[config.mk]
export PLATFORM = sky130hd
export DESIGN_NAME = io_input_port
export DESIGN_NICKNAME = d
export VERILOG_FILES = /design/src/rtl/io_pkg.sv /design/src/rtl/debounce.sv /design/src/rtl/io_input_port.sv
export SDC_FILE = /design/constraint.sdc
export NUM_CORES = 1
export LEC_CHECK = 0
export ABC_AREA = 1
export CAP_MARGIN = 5
export CORE_MARGIN = 2
export CORE_UTILIZATION = 59
export CTS_CLUSTER_SIZE = 8
export DETAILED_ROUTE_END_ITERATION = 8
export PLACE_DENSITY = 0.88
export SYNTH_ARGS = -nofsm -noshare
export SYNTH_HDL_FRONTEND = slang
export SYNTH_SLANG_ARGS = --single-unit
[constraint.sdc]
create_clock -name clk -period 12.4 [get_ports clk]
set_input_delay 3.72 -clock clk [delete_from_list [all_inputs] [get_ports clk]]
set_output_delay 3.72 -clock clk [all_outputs]
set_load 0.02 [all_outputs]
[src/rtl/io_pkg.sv]
// io_pkg: shared address-decode constants for the memory-mapped I/O region
// of the RISC-V SoC, plus the debounce default and a decode helper.
// Each I/O register is selected by one address bit (one-hot decode).
// Optional feature macro used by importers: IO_INPUT_IRQ_EN.
package io_pkg;

   // One-hot address bits. IO_BASE_bit marks the whole I/O region.
   localparam int IO_BASE_bit  = 8;
   localparam int IO_LEDS_bit  = 2;   // LED output register (0x104)
   localparam int IO_HEX_bit   = 3;   // HEX display register (0x108)
   localparam int IO_SW_bit    = 4;   // switch STATE register (0x110)
   localparam int IO_EDGE_bit  = 5;   // sticky EDGE register (0x120)
   localparam int IO_IRQEN_bit = 6;   // interrupt enable register (0x140)

   // 10 ms at a 50 MHz CPU clock.
   localparam int DEBOUNCE_CYCLES_DEFAULT = 500000;

   // True when the address falls in the I/O region and selects the given
   // register bit. Used for store strobes; reads apply their own priority.
   function automatic logic io_hit(input logic [31:0] a, input int sel_bit);
      return a[IO_BASE_bit] & a[sel_bit];
   endfunction

endpackage

[src/rtl/debounce.sv]
// debounce: one switch bit. A 2-FF synchronizer brings the raw level into
// the clk domain; a counter then requires the new level to persist for
// DEBOUNCE_CYCLES consecutive cycles before 'stable' follows it.
// 'change' is high for exactly the cycle in which 'stable' is about to
// flip, so a register sampling it updates on the same edge as 'stable'.
module debounce
   import io_pkg::*;
#(
   parameter int DEBOUNCE_CYCLES = DEBOUNCE_CYCLES_DEFAULT
) (
   input  logic clk,
   input  logic reset,
   input  logic sw,
   output logic stable,
   output logic change
);

   localparam int              CNT_W    = (DEBOUNCE_CYCLES > 1) ? $clog2(DEBOUNCE_CYCLES) : 1;
   localparam logic [CNT_W-1:0] CNT_LAST = CNT_W'(DEBOUNCE_CYCLES - 1);

   logic             sync_meta;
   logic             synced;
   logic [CNT_W-1:0] cnt;
   logic             differ;

   // Two-stage synchronizer for the asynchronous switch level.
   // NOTE: sequential state uses non-blocking assignments only, so every
   // flop samples the pre-edge value of its neighbours (the second stage
   // really sees the first stage's old value, giving two distinct flops).
   always_ff @(posedge clk or posedge reset) begin
      if (reset) begin
         sync_meta <= 1'b0;
         synced    <= 1'b0;
      end else begin
         sync_meta <= sw;
         synced    <= sync_meta;
      end
   end

   assign differ = synced ^ stable;
   // The counter has already seen DEBOUNCE_CYCLES-1 differing cycles and
   // this is the DEBOUNCE_CYCLES-th: accept on this edge.
   assign change = differ && (cnt == CNT_LAST);

   // Hold-time counter: runs while the synced level differs, clears on
   // agreement (glitch discarded) or on acceptance.
   always_ff @(posedge clk or posedge reset) begin
      if (reset) begin
         stable <= 1'b0;
         cnt    <= '0;
      end else if (change) begin
         stable <= synced;
         cnt    <= '0;
      end else if (differ) begin
         cnt    <= cnt + CNT_W'(1);
      end else begin
         cnt    <= '0;
      end
   end

endmodule

[src/rtl/io_input_port.sv]
// io_input_port: CPU-readable switch peripheral. Debounced switch levels
// (STATE, 0x110), a sticky write-1-to-clear change register (EDGE, 0x120)
// and, when IO_INPUT_IRQ_EN is defined, an interrupt enable register
// (IRQEN, 0x140) driving a registered level interrupt. Without the macro
// IRQEN reads 0, writes to it are dropped and irq is tied low.
// rdata is combinational and is muxed into the CPU readdata by the top
// level whenever addr[8] is set.
module io_input_port
   import io_pkg::*;
#(
   parameter int N_INPUTS        = 10,
   parameter int DEBOUNCE_CYCLES = DEBOUNCE_CYCLES_DEFAULT
) (
   input  logic                clk,
   input  logic                reset,
   input  logic [N_INPUTS-1:0] SW,
   input  logic [31:0]         addr,
   input  logic [31:0]         writedata,
   input  logic                memwrite,
   output logic [31:0]         rdata,
   output logic                irq
);

   // LED/HEX bits are decoded by the output registers next door.
   localparam int unused_out_bits = IO_LEDS_bit + IO_HEX_bit;

   logic [N_INPUTS-1:0] stable;
   logic [N_INPUTS-1:0] change;
   logic [N_INPUTS-1:0] edges;
   logic [N_INPUTS-1:0] edge_clr;
   logic [N_INPUTS-1:0] irqen;

   logic is_io;
   logic sel_state;
   logic sel_edge;
   logic sel_irqen;
   logic wr_edge;

   // Only part of the address and store data is decoded here.
   logic unused_in;
   assign unused_in = ^{addr, writedata};

   assign is_io     = addr[IO_BASE_bit];
   assign sel_state = addr[IO_SW_bit];
   assign sel_edge  = addr[IO_EDGE_bit];
   assign sel_irqen = addr[IO_IRQEN_bit];
   assign wr_edge   = memwrite & io_hit(addr, IO_EDGE_bit);

   // One synchronizer + debouncer per switch.
   for (genvar gi = 0; gi < N_INPUTS; gi++) begin : g_db
      debounce #(
         .DEBOUNCE_CYCLES (DEBOUNCE_CYCLES)
      ) u_db (
         .clk    (clk),
         .reset  (reset),
         .sw     (SW[gi]),
         .stable (stable[gi]),
         .change (change[gi])
      );
   end

   // Write-1-to-clear mask; zero unless EDGE is being stored to.
   // NOTE: every signal assigned in an always_comb gets a default first, so
   // no path leaves it unassigned and no latch is inferred.
   always_comb begin
      edge_clr = '0;
      if (wr_edge) edge_clr = writedata[N_INPUTS-1:0];
   end

   // Sticky change capture; a new change beats a same-cycle clear.
   always_ff @(posedge clk or posedge reset) begin
      if (reset) edges <= '0;
      else       edges <= (edges & ~edge_clr) | change;
   end

`ifdef IO_INPUT_IRQ_EN
   logic wr_irqen;
   assign wr_irqen = memwrite & io_hit(addr, IO_IRQEN_bit);

   // Interrupt enable register, plain store.
   always_ff @(posedge clk or posedge reset) begin
      if (reset)         irqen <= '0;
      else if (wr_irqen) irqen <= writedata[N_INPUTS-1:0];
   end

   // Registered level interrupt: any enabled sticky edge.
   always_ff @(posedge clk or posedge reset) begin
      if (reset) irq <= 1'b0;
      else       irq <= |(edges & irqen);
   end
`else
   assign irqen = '0;
   assign irq   = 1'b0;
`endif

   // Read mux with STATE > EDGE > IRQEN priority; zero outside the region.
   always_comb begin
      rdata = '0;
      if (is_io) begin
         if (sel_state)      rdata = 32'(stable);
         else if (sel_edge)  rdata = 32'(edges);
         else if (sel_irqen) rdata = 32'(irqen);
      end
   end

endmodule

==> summary.txt <==
Logic synthesis
  • Synth area leader: dfrtp_1
  • Register area share after synthesis: 0.436
  • Post-synth top area share: 0.436
  • Synth async-reset ratio: 1.00
  • Top FF cell, synth: dfrtp_1
  • Yosys cell types: 30
  • Syn. warnings: 0
  • Mapped Area: 0.0132 mm²
  • Post-synthesis register bit count: 230
  • Area contributors post-synth: dfrtp_1 (44%), nor2_1 (12%), nand2_1 (11%), inv_1 (6.6%), nand3_1 (5.9%)
  • Number of synthesized flops with an enable pin: 0
  • Synth Instances: 1811
  • Syn Area/Cell: 7.29 µm²

STA
  • Ratio of final minimum period to clock period: 0.834
  • Setup violators final: 0
  • Slew HR: 0.250
  • Achievable frequency: 96.7 MHz
  • Hold_ws: 334 ps
  • Min cycle time layout: 10340 ps
  • Final worst slack: 2060 ps
  • RSZ-0062 raised after global routing: no
  • Measured slew at the worst slew-check pin: 1120 ps
  • Slew Limit Fails: 0
  • Setup Total Neg Slack: 0 ps
  • Clk_skew: 10.7 ps
  • Fin. Hold Viols: 0

Critical path
  • Element type at the critical path start: primary input
  • CP max stage delay: 1020 ps
  • Critical path class: primary input to output port
  • CP top delay family: buffers and inverters
  • WP buf/inv: 2
  • Crit end category: output port
  • Req. time, crit path: 8680 ps
  • Cell mode on critical path: clkdlybuf4s50_1
  • WP data arrival: 6620 ps
  • Worst-path cell chain: clkdlybuf4s50_1 -> nor2_1 -> nand2_1 -> a21oi_1 -> clkdlybuf4s50_1
  • Critical-path maximum fanout: 11
  • CP max-delay cell: nor2_1

GRT
  • Antenna violations before repair: 0
  • Global Route met3 Usage: 0.0335
  • Global-route wire length before repair: 49.0 mm
  • Vias in the first global route: 11.0k
  • M1 GR Usage: 0.321
  • M2 GR Usage: 0.418
  • GRT Util Overall: 0.244
  • GR peak layer: met2
  • Gr ovfl total: 0
  • Largest net degree at the start of global routing: 152

Die
  • Initial Utilization: 0.603
  • Die Span Y: 154 µm
  • I/O Pins: 110
  • Die width: 154 µm
  • Core area: 0.0219 mm²
  • Num rows: 54
  • DIE AREA: 0.0236 mm²

Final layout
  • Final nets: 1958
  • Share of cells above drive strength 1: 0.0721
  • Final design area excluding fillers: 0.0147 mm²
  • Antenna Cells: 0
  • P&R area growth vs syn: 11.5%

Worst hold path
  • Hold Crit Class: register to register

Flow run
  • Max-Cap Viols: 0

Clock network
  • Hold_buf cts: 0
  • TritonCTS clock tree: done
  • Clock transition at the registers of the reported paths: 50 ps
  • Sink Count: 230
  • Post-CTS Setup Bufs: 0
  • Htree depth: 2
  • Max Root-Sink Buffers: 3
  • CTS root buffer: clkbuf_16
  • Clk_lat worst skew: 500 ps
  • Num CTS Buffers: 34
  • Gates resized, CTS repair: 0

Route
  • Drt first-iter violations: 708
  • Detail Route Antenna Nets: 0
  • First-pass DRT Iterations: 5
  • Final WL: 28.0 mm
  • Wire per inst: 13.0 µm
  • Via density per instance: 5.25
  • DRC: 0
  • Routed via count: 11.3k

Power and ir drop
  • Leak Pwr: 6.82 nW
  • Total Power: 1.67 mW
  • P per Cell Area: 113 mW/mm²
  • Max IR drop VDD: 0.000100 V

Place
  • Detailed Place HPWL: 19.4 mm
  • Placed cell area: 0.0138 mm²
  • # port buffers: 35
  • RePlAce Congestion: 0.949
  • Dpl ws: 2110 ps

Run status
  • Status: finished, final reports clean
==> worst register-to-register path, stage by stage (launching register included) <==
cell,delay (ps)
dfrtp_1,420
inv_1,60
nand2_1,60
nand2_1,250
nor2_1,190
nand3_1,350
nand2_1,230
nor2_1,70
==> through the flow <==
stage | utilization | instances
after floorplan | - | 1833
after global placement | 0.630 | 2115
after detailed placement | 0.630 | 2115
after global routing | 0.673 | 2153
after CTS | 0.673 | 2153
final | 0.673 | 2153
==> path summary, 6_finish.rpt <==
kind                                        startpoint              endpoint  slack (ps)  depth (start not counted)
worst max-delay path                           addr[4]              rdata[2]        2060                          5
worst min-delay path            g_db[7].u_db.sync_meta   g_db[7].u_db.synced         330                          0
worst max register to register     g_db[5].u_db.stable  g_db[5].u_db.cnt[17]       10670                          7
worst min register to register  g_db[7].u_db.sync_meta   g_db[7].u_db.synced         330                          0
max in group asynchronous                        reset   g_db[4].u_db.cnt[1]        6920                          3
min in group asynchronous                        reset              edges[9]        3880                          2
==> registers in the layout (all words and copies together) (netlist names) <==
name / flops
g_db.u_db.stable: 10
g_db.u_db.synced: 10
g_db.u_db.cnt: 190
g_db.u_db.sync_meta: 10
edges: 10
==> cell usage after synthesis, drive strengths merged, types with 10 or more instances <==
cell / n
a21oi: 20
buf: 31
dfrtp: 230
ha: 10
inv: 240
nand2: 431
nand3: 163
nand3b: 26
nand4: 38
nor2: 468
o21ai: 24
xnor2: 28
xor2: 63
==> layer usage <==
metal / vias up / share of wire
li1: 5654 / -
met1: 5270 / 0.44
met2: 336 / 0.49
met3: 48 / 0.054
met4: 0 / 0.020
met5: - / 0
==> cells by family after synthesis <==
kind of cell | share of synthesized area
AND/OR/NAND/NOR | 0.384
buffers and inverters | 0.0854
flip-flops | 0.436
XOR/XNOR | 0.0603
AO/OA/AOI/OAI | 0.0252
adder cells (fa/ha/maj) | 0.00947
other | 0.000284
==> cells in the final DEF (no fill, tap or decap), types with 26 or more instances in the layout <==
| cell | instances |
|---|---|
| nand4_1 | 38 |
| clkdlybuf4s50_1 | 35 |
| nand3b_1 | 26 |
| clkbuf_16 | 37 |
| inv_1 | 233 |
| xnor2_1 | 28 |
| nor2_1 | 421 |
| nor2_2 | 30 |
| nand2_2 | 35 |
| nand3_1 | 157 |
| dfrtp_1 | 230 |
| xor2_1 | 63 |
| nand2_1 | 395 |
==> layout make-up <==
class	instances	area, µm²
flip-flops and latches	230	5760
inverters	241	912
well taps	280	350
fillers	1796	7170
clock buffers	38	940
repair buffers	36	358
multi-input cells	1328	6410
==> power breakdown <==
part	switching, mW	internal, mW	total [mW]
sequential	0.00777	0.765	0.773
clock	0.305	0.524	0.829
combinational	0.0483	0.0183	0.0666
No activity file was read; power rests on OpenSTA's default activity.
